**config.mk**
```make
export PLATFORM = sky130hd
export DESIGN_NAME = alu_delay_line
export DESIGN_NICKNAME = d
export VERILOG_FILES = /design/src/rtl/alu_delay_line.sv
export SDC_FILE = /design/constraint.sdc
export NUM_CORES = 1
export LEC_CHECK = 0
export CORE_AREA = 2 2 39 41
export DETAILED_ROUTE_END_ITERATION = 10
export DIE_AREA = 0 0 41 43
export PLACE_DENSITY = 0.53
export SLEW_MARGIN = 20
export SYNTH_ARGS = -nofsm -noshare
export SYNTH_HDL_FRONTEND = slang
export SYNTH_SLANG_ARGS = --single-unit
```
**constraint.sdc**
```tcl
create_clock -name clk -period 0.8 [get_ports clk]
set_clock_uncertainty 0.1 [all_clocks]
set_input_delay 0.08 -clock clk [delete_from_list [all_inputs] [get_ports clk]]
set_output_delay 0.08 -clock clk [all_outputs]
set_load 0.01 [all_outputs]
```
**src/rtl/alu_delay_line.sv**
```systemverilog
`default_nettype none
// alu_delay_line: DEPTH-stage shift register with per-stage valid; DEPTH=0 is a wire.
// Rev 1.0
module alu_delay_line #(
  parameter int WIDTH = 8,
  parameter int DEPTH = 1
) (
  input  logic             clk,
  input  logic             rst,
  input  logic             in_valid,
  input  logic [WIDTH-1:0] in_data,
  output logic             out_valid,
  output logic [WIDTH-1:0] out_data
);

  generate
    if (DEPTH == 0) begin : g_wire
      assign out_valid = in_valid;
      assign out_data  = in_data;
    end else begin : g_pipe
      logic [DEPTH-1:0] vld;
      logic [WIDTH-1:0] dat [DEPTH];

      always_ff @(posedge clk or posedge rst) begin
        if (rst) begin
          vld <= '0;
          for (int i = 0; i < DEPTH; i++) dat[i] <= '0;
        end else begin
          vld[0] <= in_valid;
          dat[0] <= in_data;
          for (int i = 1; i < DEPTH; i++) begin
            vld[i] <= vld[i-1];
            dat[i] <= dat[i-1];
          end
        end
      end

      assign out_valid = vld[DEPTH-1];
      assign out_data  = dat[DEPTH-1];
    end
  endgenerate

endmodule
`default_nettype wire

```
Word-level counts from Yosys, hierarchy flattened:

Index checks and enable logic that the tools add are counted.

* logic and storage cells: 2
* bits of input ports: 11
* register bits: 9

Longest topological paths before layout:

Gate-level depths: netlist (run 1).

* word-level depth: 0
* mapped depth: 1

Worst setup path before layout (run 1):

OpenSTA, ideal clock, no wires.

* kind: register -> output
* from: register g_pipe.dat (netlist bit out_data[0])
* to: output port out_data[0]
* cell stages (with the launch flop): 1
* setup slack: 244 ps
* arrival: 376 ps
* path buffers: 0
* cell sequence: dfrtp_1

RTL lines
* from (decl): RTL line 22 `logic [WIDTH-1:0] dat [DEPTH];`
* from (signal, indexed assignment): RTL line 33 `dat[i] <= dat[i-1];`
* to (decl): RTL line 13 `output logic [WIDTH-1:0] out_data`

No word-level cell between the ends.

Worst setup path in the final report (run 1):

* from: register g_pipe.dat (netlist bit out_data[6])
* to: output port out_data[6]

No word-level cell between the ends.

==> results.tsv, run 1 <==
metric	value	unit
slack of the critical path	-136	ps
maximum VDD drop	0.564	mV
Site Rows	14	
Multi-input gate area	0	um2
post-route ant nets	0	
area delta synth->final	94.5	%
Cells after Synth	10	
grt ovf	0	
chip height	43	um
MaxCap Viol Count	0	
failing checks	negative hold slack, negative setup slack	
core outline area	0.00138	mm2
crit path cell chain	buf_2	
io pins	20	
Synth area leaders	dfrtp_1, inv_1	
vias in the first global route	181	
final max-slew violation count	0	
CTS tree	done	
synth warn	0	
Reg clk slew, reported paths	60	ps
post-route insts no fill	49	
initial drt markers	0	
nets@finish	45	
pwr/cell area	2070	mW/mm2
via count	166	
Post-route DRC	0	
Placed Instances	45	
crit share post-route	117	%
Fin. Hold Viols	9	
Antenna diodes	0	
startpoint types	register	
min-delay worst type	in2async	
Min Hold Slack	-23.7	ps
layout cells sized above 1	36.4	%
Pleak	0.208	nW
crit end category	primary output	
Slowest cell on crit path	dfrtp_1	
Mapped Avg Cell Area	22.9	um2
antenna violations before repair	0	
routed wire length per instance	10.6	um
required time of the critical path	620	ps
highest fanout seen on the critical path	1	
finished layout cell area	445	um2
largest area contributor in the netlist	dfrtp_1	
status	complete, but fails checks	
Slew HR	79.9	%
Worst EP arrival	760	ps
count of multi-input gates	0	
Final Critical Period	936	ps
Longest Clk Path Bufs	2	
drt total wl	518	um
Placement Setup Slack	-237	ps
DIE AREA	0.00176	mm2
WS Path Type	reg2out	
Die X	41	um
top-area cell type share of the netlist area	98.4	%
Worst Tran Pin Value	302	ps
Placed Area	439	um2
final setup vio count	9	
maximum operating frequency	1.07	GHz
Largest stage delay, worst path	360	ps
Seq cells post-synth	9	
total CTS buffers	3	
DR pass1 iterations	1	
Synth cell types	2	
Final TNS setup	-1110	ps
mapped cell area	229	um2
Synth Net Count	21	
Placer Congestion	0.694	
CTS H-tree depth	1	
Top delay family on crit path	flip-flops	
Layout fillers	143	
RSZ-0062 raised after global routing	yes	
GRT Overall Usage	6.84	%
crit path buf inv count	1	
pin count of the biggest net entering global routing	10	
post-synthesis sequential area ratio	98.4	%
routed vias/inst	3.39	
port buffer count	19	
Layout Utilization	32.2	%
CTS sink count	9	
Initial Util	16.5	%
CTS Root Cell	clkbuf_4	
first-pass GRT wire length	703	um
-- cells in the final DEF, fill, tap and decap left out --
master,count
clkbuf_4,3
clkdlybuf4s50_1,10
dfrtp_1,9
buf_2,5
clkbuf_1,1
inv_1,1
buf_6,4
-- sequential cells by signal (all words and copies together), names as in the netlist --
| signal | count |
|---|---|
| out_data | 8 |
| out_valid | 1 |
-- metal layers --
metal / vias up / share of wire (%) / wire length (um) / global-route usage (%)
li1: 74 / - / - / -
met1: 68 / 40 / 208 / 7.48
met2: 22 / 34 / 177 / 8.13
met3: 2 / 22 / 114 / 3.66
met4: 0 / 3.3 / 17 / 8.00
met5: - / 0 / 0 / 0
-- report_power, final --
group	switching [mW]	internal (mW)	total [mW]
clock network	0.141	0.191	0.332
logic	0.0357	0.0697	0.105
registers	0.00773	0.479	0.486
total	0.184	0.739	0.924
-- cells by family after synthesis --
logic type,count (synthesis),share of synthesized area (%)
buffers and inverters,1,1.64
flip-flops,9,98.4
-- final timing paths --
kind / startpoint / cells after the start / slack (ps) / to
max: out_data[6] / 1 / -140 / out_data[6]
min: rst / 2 / -20 / out_data[3]
max in group asynchronous: rst / 2 / 390 / out_data[4]
min in group clk: in_data[6] / 1 / 160 / out_data[6]
-- through the flow --
stage	power [mW]	hold WS [ps]
final	0.924	-23.7
after global routing	0.959	35.7
after CTS	0.925	-17.2
after detailed placement	0.612	257
after global placement	0.610	245
after floorplan	0.513	-192
-- final cells by class --
cell class              count  area (um2)  share of cell area [%]
flip-flops and latches      9         225                    50.6
repair buffers             19         170                    38.2
clock buffers               4        26.3                    5.90
well taps                  16        20.0                    4.49
inverters                   1        3.75                   0.843
-- synth_stat cells --
cell and number:
inv_1 1, dfrtp_1 9
-- timing repair --
action | CTS | global route
resized for setup | 36 | 4
buffers inserted | 0 | 0
endpoints found under the hold margin | 9 | 0
setup endpoints to repair | 9 | 9
pin swaps | 0 | 0
Note: power is estimated with default switching activity, not from simulation.
==> run 2: changes to the inputs <==
- SLEW_MARGIN: 20 -> unset
==> results of run 2 <==
No change in the layout: final DEF, timing and power equal those of run 1.
